<file path="src/rtl/fetch_pkg.sv">
// Fetch-stage shared definitions.
// Provides the default instruction width, the instruction word type and the
// default instruction-queue depth used by the fetch-stage blocks.
package fetch_pkg;

    localparam int unsigned INST_W   = 67;
    localparam int unsigned IQ_DEPTH = 4;

    typedef logic [INST_W-1:0] inst_t;

endpackage

</file>
<file path="src/rtl/inst_queue_if.sv">
// Instruction-queue handshake bundle.
// Fetch side:  in_valid, in_inst  -> queue;  in_ready  <- queue
// Decode side: out_valid, out_inst <- queue; out_ready -> queue
// slave  : the queue's view of the bundle
// master : the surrounding fetch/decode (or bench) view of the bundle
interface inst_queue_if #(
    parameter int unsigned INST_W = fetch_pkg::INST_W
);

    logic              in_valid;
    logic [INST_W-1:0] in_inst;
    logic              in_ready;
    logic              out_valid;
    logic [INST_W-1:0] out_inst;
    logic              out_ready;

    modport slave (
        input  in_valid,
        input  in_inst,
        output in_ready,
        output out_valid,
        output out_inst,
        input  out_ready
    );

    modport master (
        output in_valid,
        output in_inst,
        input  in_ready,
        input  out_valid,
        input  out_inst,
        output out_ready
    );

endinterface

</file>
<file path="src/rtl/iq_ptr_ctrl.sv">
// Instruction-queue pointer/occupancy controller.
// Holds read/write pointers and the occupancy count, derives full/empty and
// decides push/pop for the storage in the parent.
// Ports:
//   clk, rst        clock, synchronous active-high reset
//   i_flush         discard all entries on the next edge
//   i_in_valid      fetch side presents a word
//   i_out_ready     decode side consumes the head
//   o_wr_ptr        write pointer (registered)
//   o_rd_ptr        read pointer (registered)
//   o_count         occupancy (registered)
//   o_full_c        count == DEPTH
//   o_empty_c       count == 0
//   o_push_c        word is written into storage this cycle
//   o_byp_c         word is forwarded straight to decode (IQ_BYPASS_EN only)
// Build option: IQ_BYPASS_EN enables the empty-queue zero-latency bypass.
module iq_ptr_ctrl #(
    parameter  int unsigned DEPTH = fetch_pkg::IQ_DEPTH,
    localparam int unsigned PTR_W = $clog2(DEPTH),
    localparam int unsigned CNT_W = $clog2(DEPTH + 1)
) (
    input  logic             clk,
    input  logic             rst,
    input  logic             i_flush,
    input  logic             i_in_valid,
    input  logic             i_out_ready,
    output logic [PTR_W-1:0] o_wr_ptr,
    output logic [PTR_W-1:0] o_rd_ptr,
    output logic [CNT_W-1:0] o_count,
    output logic             o_full_c,
    output logic             o_empty_c,
    output logic             o_push_c,
    output logic             o_byp_c
);

    logic [PTR_W-1:0] r_wr_ptr;
    logic [PTR_W-1:0] r_rd_ptr;
    logic [CNT_W-1:0] r_count;
    logic             w_full;
    logic             w_empty;
    logic             w_byp;
    logic             w_push;
    logic             w_pop;

    assign w_full  = (r_count == CNT_W'(DEPTH));
    assign w_empty = (r_count == CNT_W'(0));

`ifdef IQ_BYPASS_EN
    // Forward only into an empty queue; reset and flush both kill it.
    assign w_byp = w_empty && i_in_valid && !i_flush && !rst;
`else
    assign w_byp = 1'b0;
`endif

    // A bypassed word that decode takes immediately is never stored.
    assign w_push = i_in_valid && !w_full && !(w_byp && i_out_ready);
    assign w_pop  = !w_empty && i_out_ready;

    // Pointers wrap through natural PTR_W overflow (DEPTH is a power of two).
    always_ff @(posedge clk) begin
        if (rst || i_flush) begin
            r_wr_ptr <= '0;
            r_rd_ptr <= '0;
            r_count  <= '0;
        end else begin
            if (w_push) begin
                r_wr_ptr <= r_wr_ptr + PTR_W'(1);
            end
            if (w_pop) begin
                r_rd_ptr <= r_rd_ptr + PTR_W'(1);
            end
            if (w_push && !w_pop) begin
                r_count <= r_count + CNT_W'(1);
            end else if (!w_push && w_pop) begin
                r_count <= r_count - CNT_W'(1);
            end
        end
    end

    assign o_wr_ptr  = r_wr_ptr;
    assign o_rd_ptr  = r_rd_ptr;
    assign o_count   = r_count;
    assign o_full_c  = w_full;
    assign o_empty_c = w_empty;
    assign o_push_c  = w_push;
    assign o_byp_c   = w_byp;

endmodule

</file>
<file path="src/rtl/inst_queue.sv">
// Multi-entry fetch-stage instruction queue.
// Buffers fetched words between instruction memory and decode with
// valid/ready on both sides, and drives the PC-advance enable from occupancy.
// Ports:
//   clk        clock, all state on rising edge
//   rst        synchronous active-high reset
//   flush      discard all entries (branch redirect)
//   bus        inst_queue_if.slave: in_valid/in_inst/in_ready (fetch side),
//              out_valid/out_inst/out_ready (decode side)
//   pc_enable  PC may advance (queue not full and no flush)
//   count      current occupancy
// Build option: IQ_BYPASS_EN adds a zero-latency path from in_* to out_*
// when the queue is empty; without it the fetch-to-decode latency is 1.
// DEPTH must be a power of two and at least 2.
module inst_queue #(
    parameter  int unsigned INST_W = fetch_pkg::INST_W,
    parameter  int unsigned DEPTH  = fetch_pkg::IQ_DEPTH,
    localparam int unsigned PTR_W  = $clog2(DEPTH),
    localparam int unsigned CNT_W  = $clog2(DEPTH + 1)
) (
    input  logic             clk,
    input  logic             rst,
    input  logic             flush,
    inst_queue_if.slave      bus,
    output logic             pc_enable,
    output logic [CNT_W-1:0] count
);

    import fetch_pkg::*;

    logic [INST_W-1:0] r_mem [DEPTH];
    logic [PTR_W-1:0]  w_wr_ptr;
    logic [PTR_W-1:0]  w_rd_ptr;
    logic [CNT_W-1:0]  w_count;
    logic              w_full;
    logic              w_empty;
    logic              w_push;
    logic              w_byp;
    logic              w_in_ready;
    logic [INST_W-1:0] w_out_inst;

    iq_ptr_ctrl #(
        .DEPTH (DEPTH)
    ) u_ptr_ctrl (
        .clk         (clk),
        .rst         (rst),
        .i_flush     (flush),
        .i_in_valid  (bus.in_valid),
        .i_out_ready (bus.out_ready),
        .o_wr_ptr    (w_wr_ptr),
        .o_rd_ptr    (w_rd_ptr),
        .o_count     (w_count),
        .o_full_c    (w_full),
        .o_empty_c   (w_empty),
        .o_push_c    (w_push),
        .o_byp_c     (w_byp)
    );

    // Storage is deliberately not reset; only valid entries are ever visible.
    always_ff @(posedge clk) begin
        if (w_push && !flush && !rst) begin
            r_mem[w_wr_ptr] <= bus.in_inst;
        end
    end

    // Head mux: stored head first, bypassed word only into an empty queue.
    always_comb begin
        w_out_inst = '0;
        if (!w_empty) begin
            w_out_inst = r_mem[w_rd_ptr];
        end else if (w_byp) begin
            w_out_inst = bus.in_inst;
        end
    end

    assign w_in_ready    = !w_full;
    assign bus.in_ready  = w_in_ready;
    assign bus.out_valid = !w_empty || w_byp;
    assign bus.out_inst  = w_out_inst;
    assign pc_enable     = w_in_ready && !flush;
    assign count         = w_count;

endmodule

</file>
<file path="src/flat_wrapper.sv">
// flat-port wrapper written by rule: the top's interface ports become plain ports
module inst_queue_flat import fetch_pkg::*;
#(
    parameter  int unsigned INST_W = fetch_pkg::INST_W,
    parameter  int unsigned DEPTH  = fetch_pkg::IQ_DEPTH,
    localparam int unsigned PTR_W  = $clog2(DEPTH),
    localparam int unsigned CNT_W  = $clog2(DEPTH + 1)
)
  (clk, rst, flush, pc_enable, count, bus_in_valid, bus_in_inst, bus_in_ready, bus_out_valid, bus_out_inst, bus_out_ready);
  inst_queue_if #(.INST_W(INST_W)) bus_i ();
  input  logic clk;
  input  logic rst;
  input  logic flush;
  output logic pc_enable;
  output logic [CNT_W-1:0] count;
  input wire logic [$bits(bus_i.in_valid)-1:0] bus_in_valid;
  input wire logic [$bits(bus_i.in_inst)-1:0] bus_in_inst;
  output wire logic [$bits(bus_i.in_ready)-1:0] bus_in_ready;
  output wire logic [$bits(bus_i.out_valid)-1:0] bus_out_valid;
  output wire logic [$bits(bus_i.out_inst)-1:0] bus_out_inst;
  input wire logic [$bits(bus_i.out_ready)-1:0] bus_out_ready;
  assign bus_i.in_valid = bus_in_valid;
  assign bus_i.in_inst = bus_in_inst;
  assign bus_in_ready = bus_i.in_ready;
  assign bus_out_valid = bus_i.out_valid;
  assign bus_out_inst = bus_i.out_inst;
  assign bus_i.out_ready = bus_out_ready;
  inst_queue #(.INST_W(INST_W), .DEPTH(DEPTH)) u_core (.clk(clk), .rst(rst), .flush(flush), .bus(bus_i), .pc_enable(pc_enable), .count(count));
endmodule
</file>
<file path="config.mk">
export PLATFORM = sky130hd
export DESIGN_NAME = inst_queue_flat
export DESIGN_NICKNAME = d
export VERILOG_FILES = /design/src/rtl/fetch_pkg.sv /design/src/rtl/inst_queue_if.sv /design/src/rtl/iq_ptr_ctrl.sv /design/src/rtl/inst_queue.sv /design/src/flat_wrapper.sv
export SDC_FILE = /design/constraint.sdc
export NUM_CORES = 1
export LEC_CHECK = 0
export BUFFER_PORTS_ARGS = -buffer_cell sky130_fd_sc_hd__buf_2
export CORE_ASPECT_RATIO = 0.75
export CORE_MARGIN = 2
export CORE_UTILIZATION = 33
export DETAILED_ROUTE_END_ITERATION = 8
export PLACE_DENSITY = 0.48
export RECOVER_POWER = 50
export SETUP_SLACK_MARGIN = 0.4
export SLEW_MARGIN = 15
export SYNTH_ARGS = -nofsm -noshare
export SYNTH_HDL_FRONTEND = slang
export SYNTH_SLANG_ARGS = --single-unit
</file>
<file path="constraint.sdc">
create_clock -name clk -period 4 [get_ports clk]
set_clock_uncertainty 0.1 [all_clocks]
set_input_delay 0.6 -clock clk [delete_from_list [all_inputs] [get_ports clk]]
set_output_delay 0.6 -clock clk [all_outputs]
set_load 0.05 [all_outputs]
</file>
# --- Word-level counts from Yosys, hierarchy flattened ---
# Memories as Yosys holds them, arrays and structs flattened. A register that Yosys moved wholly into a read port is not among the register bits.
# Cells that the tools add are included.
classes:
  n_addsub: 4
  n_eq_ne: 1
  mux: 7
  n_reduce_logical: 16
ops:
  columns: ["operator", "count"]
  rows:
  - ["67-bit two-way mux", 1]
  - ["1-bit logical AND", 7]
  - ["1-bit zero test", 6]
  - ["3-bit two-way mux", 2]
  - ["2-bit by 1-bit adder with 2-bit output, second input constant", 2]
  - ["2-bit two-way mux", 2]
  - ["3-bit by 1-bit adder with 3-bit output, second input constant", 1]
  - ["3-bit == test, second input constant", 1]
  - ["3-bit zero test", 1]
  - ["3-bit by 1-bit subtractor with 3-bit output, second input constant", 1]
  - ["1-bit two-way mux", 2]
  - ["2-bit nonzero test", 1]
  - ["1-bit logical OR", 1]
totals:
  ff_bits: 7
  mem_bits_rw: 268
  in_bits: 72
  output_inout_bits: 73
  word_cells: 32
  mem_count: 1
memory_table:
  columns: ["memory", "words", "word_bits", "rd", "rd_ports_with_merged_regs", "write_ports", "line", "rtl"]
  rows:
  - ["u_core.r_mem", 4, 67, 1, 1, 1, "inst_queue.sv:31", "logic [INST_W-1:0] r_mem [DEPTH];"]

# --- Logic depth before layout (Yosys ltp) ---
# Gate-level depths: netlist of the first run.
depth:
  word_depth: 7
  mapped_depth: 10
  depth_no_buf: 8

# --- Modules after synthesis ---
# Synthesis of the first run repeated with hierarchy kept, for this count alone.
hier_totals:
  hier_cells: 631
  area_unflattened_um2: 11199.5
by_module_without_submodules:
  columns: ["module", "n_inst", "cells_per_inst", "area_each_um2", "seq_area_each_um2"]
  rows:
  - ["inst_queue", 1, 592, 10836.6, 8047.7]
  - ["iq_ptr_ctrl", 1, 39, 362.8, 140.1]

# --- Worst setup path after synthesis of the first run ---
# Ideal clock, no wire load.
synth_timing:
  kind: "register to register"
  startpoint: "reg u_core.u_ptr_ctrl.r_count[0] (netlist: u_core.u_ptr_ctrl.o_count[0])"
  endpoint: "mem u_core.r_mem[0][0], enable pin"
  setup_ns: 0.432
  arrival_ns: 3.115
  required_ns: 3.468
  setup_slack_ns: 0.353
  path_stages_with_launch: 6
  n_path_buf: 2
  synth_period_minus_slack_ns: 3.647
  cell_sequence: "dfxtp_1 > or3b_1 > buf_2 > and2_4 > buf_6 > and3_1"
synth_via:
  elab_chain_cells: 7
synth_rtl:
  columns: ["element", "line", "rtl"]
  rows:
  - ["start: declaration", "iq_ptr_ctrl.sv:38", "logic [CNT_W-1:0] r_count;"]
  - ["start signal: assignment", "iq_ptr_ctrl.sv:73", "r_count <= r_count + CNT_W'(1);"]
  - ["start signal: assignment", "iq_ptr_ctrl.sv:75", "r_count <= r_count - CNT_W'(1);"]
  - ["3-bit == test", "iq_ptr_ctrl.sv:45", "assign w_full = (r_count == CNT_W'(DEPTH));"]
  - ["1-bit zero test", null, null]
  - ["named net bus_in_ready", "flat_wrapper.sv:18", "output wire logic [$bits(bus_i.in_ready)-1:0] bus_in_ready;"]
  - ["1-bit logical AND", "iq_ptr_ctrl.sv:56", "assign w_push = i_in_valid && !w_full && !(w_byp && i_out_ready);"]
  - ["named net u_core.u_ptr_ctrl.o_push_c", "iq_ptr_ctrl.sv:32", "output logic o_push_c,"]
  - ["1-bit logical AND (2 in a row)", "inst_queue.sv:61", "if (w_push && !flush && !rst) begin"]
  - ["1-bit two-way mux", "inst_queue.sv:61", null]
  - ["1-bit two-way mux (not written as such)", "inst_queue.sv:62", "r_mem[w_wr_ptr] <= bus.in_inst;"]
  - ["end: declaration", "inst_queue.sv:31", null]
# The timed path passes the listed nets, and every way through them passes these cells.

==> results of run 1 <==
==> cell usage in the layout, fill, tap and decap left out <==
master        n
buf_4        11
and3_2        2
and2_1       67
xor2_1        4
clkinvlp_4    2
nor2b_1       1
clkinv_2      1
nand3_1       1
ha_1          5
clkbuf_1     80
o21ai_0       1
a21oi_1       2
nor2_1        6
buf_2        74
or3_1         1
and3_4        2
dfxtp_1       7
nand4_1       1
mux2i_1       1
buf_12        2
bufinv_16     1
and2_0        1
or3b_1        1
inv_1         3
o31ai_1       1
clkinv_1      4
dfxtp_4       2
clkbuf_16    29
edfxtp_1    268
or2_2         1
fa_1          1
a21o_1        1
o311ai_0      1
o31ai_2       1
mux4_2       67
or3_2         1
==> kinds of logic (layout without fill, tap and decap cells) <==
group / Yosys count / after routing / synth area share
flops: 277 / 277 / 0.7770
compound gates: 7 / 7 / 0.004845
fa+ha+maj: 6 / 6 / 0.007799
mux: 68 / 68 / 0.1434
xor+xnor: 4 / 4 / 0.003308
buf+inv: 28 / 207 / 0.01442
simple gates: 85 / 85 / 0.04916
==> metal layers <==
layer / vias up / part of all wire / track usage
met5: - / 0.0031 / 0
met4: 10 / 0.018 / 0.02689
met3: 42 / 0.063 / 0.03886
met2: 139 / 0.47 / 0.2169
met1: 2626 / 0.44 / 0.1765
li1: 2244 / - / -
==> through the flow <==
step           worst slack (ns)  area [um^2]  hold WS [ns]  total power [uW]
4_1_cts                  0.6399        12660        0.1497              6587
3_5_place_dp              1.218        11830        0.4259              4180
2_1_floorplan             1.090        10590        0.3847              3921
3_3_place_gp              1.219        11830        0.4139              4170
5_1_grt                  0.5425        12560        0.2015              6721
6_report                 0.7571        12560        0.2214              6473
==> final cells by class <==
cell class	instances	share of cell area
clock inverter	8	0.005181
clock buffer	39	0.06078
inverter	3	0.0008967
timing repair buffer	157	0.06018
sequential	277	0.6558
multi-input combinational	170	0.1767
tap	406	0.04045
==> registers in the layout, indices dropped and copies added (netlist names), named ones only <==
register	count
u_core.u_ptr_ctrl.o_rd_ptr	2
u_core.r_mem	268
u_core.u_ptr_ctrl.o_wr_ptr	2
u_core.u_ptr_ctrl.o_count	3
==> power breakdown <==
| group | total, uW | internal (uW) | switching, uW |
|---|---|---|---|
| clock network | 2380 | 1380 | 1000 |
| registers | 3240 | 3220 | 22.4 |
| logic | 846 | 222 | 624 |
==> final timing paths <==
| check | cells past startpoint | startpoint | to |
|---|---|---|---|
| worst max-delay path | 4 | flop | bus_out_inst[2] |
| worst min-delay path | 1 | bus_in_inst[20] | u_core.r_mem[1][20] |
| worst max register to register | 4 | u_core.u_ptr_ctrl.o_count[0] | u_core.r_mem[0][28] |
| worst min register to register | 2 | u_core.u_ptr_ctrl.o_rd_ptr[0] | u_core.u_ptr_ctrl.o_rd_ptr[0] |
==> worst register-to-register path: stages, from the launching register on <==
cell     delay (ns)
dfxtp_1        0.48
or3b_1         0.27
and2_0         0.35
and3_2         1.10
buf_4          0.44
==> results list, run 1 <==
* Hold buffers post-CTS: 0
- The congestion estimate from routability-driven global placement came to 0.6853.
- Routed length per placed instance: 20.64 um
* Count of antenna-violating nets left after detailed routing: 0
- Total nets after synthesis: 553
- The first global-routing pass estimated 33550 um of wire.
- Sequential fraction of the synthesis area: 0.7770
- Entering global routing, the biggest net connects 45 pins.
- Summed over all failing endpoints, the final setup total negative slack is 0 ns.
* Area delta synth->final: 18.60%
- Vias per std cell: 4.775
* Detailed-route wire length: 21880 um
- The initial antenna violation count is 5.
- Most area-hungry cell type in the Yosys netlist: edfxtp_1
- R2r setup slk: 0.95 ns
- The setup path with the least slack is of type reg2out.
- Total routing resource utilization after global routing: 0.1325
* Yosys warns: 0
* Total vias in the final route: 5061
- Once layout is complete, the cells apart from fillers number 1060.
- The layout has 2807 filler cells.
- Leak: 0.004085 uW
* Total I/O pin count: 145
* Storage element area: 8235 um^2
- Sorting the synthesized cells by how often they occur yields edfxtp_1, and2_1, mux4_2.
- Clock buffer count from CTS: 28
* Floorplan core area: 31460 um^2
- Yosys attributes the largest share of cell area to edfxtp_1, mux4_2, and2_1.
* Most common cell in the synthesized netlist: edfxtp_1
- Horiz. Die Dim: 210.8 um
* Worst setup EP type: output pin
- Final Hold Vio Count: 0
* Unrepaired setup endpoints after global routing: no
* Cells resized by post-CTS repair: 0
- Max-slew violation count: 0
- Clock latency on the worst-skew pair: 0.53 ns
- The via count of the first global-routing pass was 5516.
* Synth Area per Inst: 22.29 um^2
- Final net count: 715
- At the worst endpoint, the required time is 3.30 ns.
- In this run, synthesis inferred 268 flip-flops with an integrated enable.
- Clock edge transition at the registers on the reported setup and hold paths: 0.06 ns
- On the worst path, the slowest cell contributes a delay of 0.66 ns.
- Row generation in the floorplan step produced 56 rows.
- Multi-input gate area: 2220 um^2
- In this run, synthesis produced a sequential element count of 277.
- Critical path arrival: 2.54 ns
* Achievable Freq: 308.4 MHz
* Kind of cell with the highest combined delay on the critical path: flip-flops
* First-pass DRT Iterations: 4
- Worst vdd ir: 311.2 uV
- Critical Path, Cell by Cell: buf_4 > mux4_2 > and2_1 > buf_2
- Level count of the clock H-tree: 1
* Final core area utilization: 0.3992
- Largest buffer count on any clock path: 3
- Number of remaining DRC errors: 0
- Primary FF master, synth: edfxtp_1
- The detailed router finished its first iteration with 288 violations.
- FFs w/ async S/R, synth: 0
* Area share of the largest cell type after synthesis: 0.7600
* Crit path buf inv count: 2
- Area of the die: 33550 um^2
- The count of buffers added on input and output ports is 144.
- Die H: 159.1 um
* Maximum fanout encountered on the critical timing path: 22
* Result of the run: completed
- Library cell contributing the largest single delay on the critical path: dfxtp_4
- Part of the cycle the worst path needs: 0.8107
* Clock Sinks: 277
* Setup-violating endpoint count in the final report: 0
- Distinct cell type count after synthesis: 28
- Cell at the root of the clock tree: clkbuf_16
* HPWL after DPL: 13210 um
* Ant. Diodes: 0
* Global route overflow: 0
- For this design the ratio of total power to cell area is 515.5 nW/um^2.
- Max-cap violations: 0
- Buffers added to address setup during post-CTS repair amount to 0.
- TritonCTS built the clock tree.
- The min-delay analysis places its worst path in the category in2reg.
* Crit path launch type: flop
- Instance count after placement with tap cells included: 1013
- Starting density of the core: 0.3366
- Worst Max-Slew Pin Slew: 1.299 ns
- The worst path in the final design needs a cycle of 3.243 ns, including I/O delays and setup.
- The cell area that synthesis handed to floorplanning was 10590 um^2.
* Relative max-transition margin: 0.1339
- Synthesized netlist cell count: 475
- Share of post-route cells with drive strength above 1: 0.2997
Note: power is estimated with default switching activity, not from simulation.
==> inputs of run 2 (changes only) <==
==> constraint.sdc (replaced) <==
create_clock -name clk -period 3.1 [get_ports clk]
set_clock_uncertainty 0.1 [all_clocks]
set_input_delay 0.465 -clock clk [delete_from_list [all_inputs] [get_ports clk]]
set_output_delay 0.465 -clock clk [all_outputs]
set_load 0.05 [all_outputs]
==> run 2 against run 1 <==
Compared with the run above: sequential power up 29%; clock power increased by 42%; register-to-register slack got worse by 0.47 ns; non-clock buffer count grew 23; critical path depth unchanged; global-route usage increased by 0.70 points; core utilization grew 3.0 points; die area unchanged; count of clock-buffer cells in the layout shrank 3; worst setup slack lost 0.36 ns; sequential cell count did not move; critical endpoint is now bus_out_inst[34]; highest routed layer is now met4.
==> results list, run 2 (synthesis gave the netlist of run 1 again) <==
* Crit path time final: 2.703 ns
- Leading cell types in the layout, fill and taps excluded: edfxtp_1, clkbuf_1, mux4_2
* Level count of the clock H-tree: 1
- Setup repair after global routing could not meet its margin everywhere.
- Floorplan core area: 31460 um^2
- Pin count of the biggest net entering global routing: 68
- At the end of routability-driven placement, the weighted congestion stood at 0.7159.
- Post-layout instance count excluding filler cells: 1086
- In the routed layout, each cell is associated on average with a via count of 4.810.
- Critical path capture point: bus_out_inst[34]
- For this block, the via count after detailed routing is 5224.
* Number of global-route vias before repair: 5699
- Power comes to 8964 uW.
- Total I/O pin count: 145
* Starting density of the core: 0.3366
- Instance count after placement with tap cells included: 1017
- Max-cap violations: 0
- Wire length of the first global-routing pass: 35020 um
* Max-slew violation count: 0
- Cell at the root of the clock tree: clkbuf_16
* 1st-iter DRT viols: 306
- R2r setup slk: 0.48 ns
- After routing, the total negative slack on setup checks comes to 0 ns.
- Relative max-transition margin: 0.5895
* Global route overflow: 0
- Die H: 159.1 um
- Top register by number of flip-flops: u_core.r_mem
* Worst r2r dst: u_core.u_ptr_ctrl.o_count[2]
- Of the cells placed in the final design, the portion with a size suffix greater than 1 is 0.3800.
- The clock reaches the later pin of the worst-skew pair after 0.54 ns.
* Area of the die: 33550 um^2
- Horiz. Die Dim: 210.8 um
- Number of remaining DRC errors: 0
* Worst Max-Slew Pin Slew: 0.6184 ns
* Clock edge transition at the registers on the reported setup and hold paths: 0.06 ns
- The tree built by TritonCTS fans out to 277 sinks.
* First-pass DRT Iterations: 4
* Worst flop-to-flop path startpoint: u_core.u_ptr_ctrl.o_count[1]
* Setup-violating endpoint count in the final report: 0
* Largest register FFs: 268
* Leading cell type in the layout, fill and taps excluded: edfxtp_1
- Detailed placement ended at an HPWL of 13550 um.
- Achievable Freq: 369.9 MHz
* Detailed-route wire length: 23870 um
- Cell Rows: 56
- Worst vdd ir: 425.2 uV
* Number of inserted filler cells in the final layout: 2772
- For the worst setup path, the data arrival time is 2.14 ns.
- Crit path launch type: flop
- Worst setup startpoint: u_core.u_ptr_ctrl.o_count[1]
- Total routing resource utilization after global routing: 0.1394
- Clock buffer count from CTS: 29
* Count of antenna-violating nets left after detailed routing: 0
- Crit path required time: 2.53 ns
* Largest buffer count on any clock path: 3
- Final Hold Vio Count: 0
- The flow ran to the end, and the final reports show no timing, DRC or antenna violations.
- TritonCTS clock tree: done
- Routed length per placed instance: 21.98 um
- The initial antenna violation count was 1.
* Worst reg-to-reg path cell count: 8
- Dividing total power by cell area gives a power density of 663.3 nW/um^2.
* Worst setup EP type: output pin
* PortBufs: 144
- At the end of the flow, the number of nets in the layout was 739.
- Crit Path Class: reg2out
- HP Class: in2reg
* Leak: 0.004425 uW
- Maximum fanout encountered on the critical timing path: 37
- Part of the cycle the worst path needs: 0.8721
- Area delta synth->final: 27.63%
## run 2: how the worst min path moves through the flow
stage / from / depth (start not counted) / slack [ns] / endpoint
6_report: bus_in_inst[35] / 1 / 0.07 / u_core.r_mem[1][35]
3_5_place_dp: u_core.u_ptr_ctrl.o_rd_ptr[1] / 2 / 0.41 / flop
4_1_cts: bus_in_inst[20] / 1 / 0.0002 / u_core.r_mem[2][20]
5_1_grt: bus_in_inst[35] / 1 / 0.06 / u_core.r_mem[2][35]
2_1_floorplan: u_core.u_ptr_ctrl.o_rd_ptr[1] / 2 / 0.38 / flop
3_3_place_gp: u_core.u_ptr_ctrl.o_rd_ptr[1] / 2 / 0.41 / flop
## run 2: where the power goes
part	internal [uW]	switching (uW)	total (uW)
clock network	2030	1360	3390
logic	527	872	1400
registers	4160	19.9	4170
## run 2: timing repair
action / CTS / global route
hold endpoints to repair: 13 / 0
gates cloned: 0 / 5
setup buffers: 8 / 1
pin swaps: 0 / 0
setup endpoints to repair: 67 / 65
resized for setup: 55 / 112
hold buffers: 5 / 0
## run 2: layer usage
layer | global-route usage | share of wire | vias to the layer above
met4 | 0.03521 | 0.021 | 0
met1 | 0.1839 | 0.44 | 2734
met5 | 0 | 0 | -
met3 | 0.03748 | 0.056 | 40
li1 | - | - | 2303
met2 | 0.2300 | 0.49 | 147
## run 2: final cells by class
type	count	area (um^2)	share of cell area
flip-flops and latches	277	8237	0.6095
multi-input cells	170	2322	0.1718
repair buffers	180	1519	0.1124
clock buffers	36	752.0	0.05564
well taps	406	508.0	0.03759
clock inverters	13	162.7	0.01204
inverters	3	11.26	0.0008333
diodes	1	2.502	0.0001852
## run 2: metrics by stage
step,instance area [um^2],worst slack [ns],util,hold WS (ns)
floorplan,10600,0.3886,-,0.3847
global placement,11950,0.6457,0.3798,0.4133
detailed placement,11950,0.6331,0.3798,0.4144
CTS,13160,0.3470,0.4184,0.0001719
global route,13510,0.3128,0.4295,0.06325
finish,13510,0.3966,0.4296,0.07483
## run 2: worst max-delay path: stages, from the launching register on
cell and delay, ns:
dfxtp_1 0.38, or3_2 0.56, buf_6 0.23, and2_1 0.20, buf_4 0.19
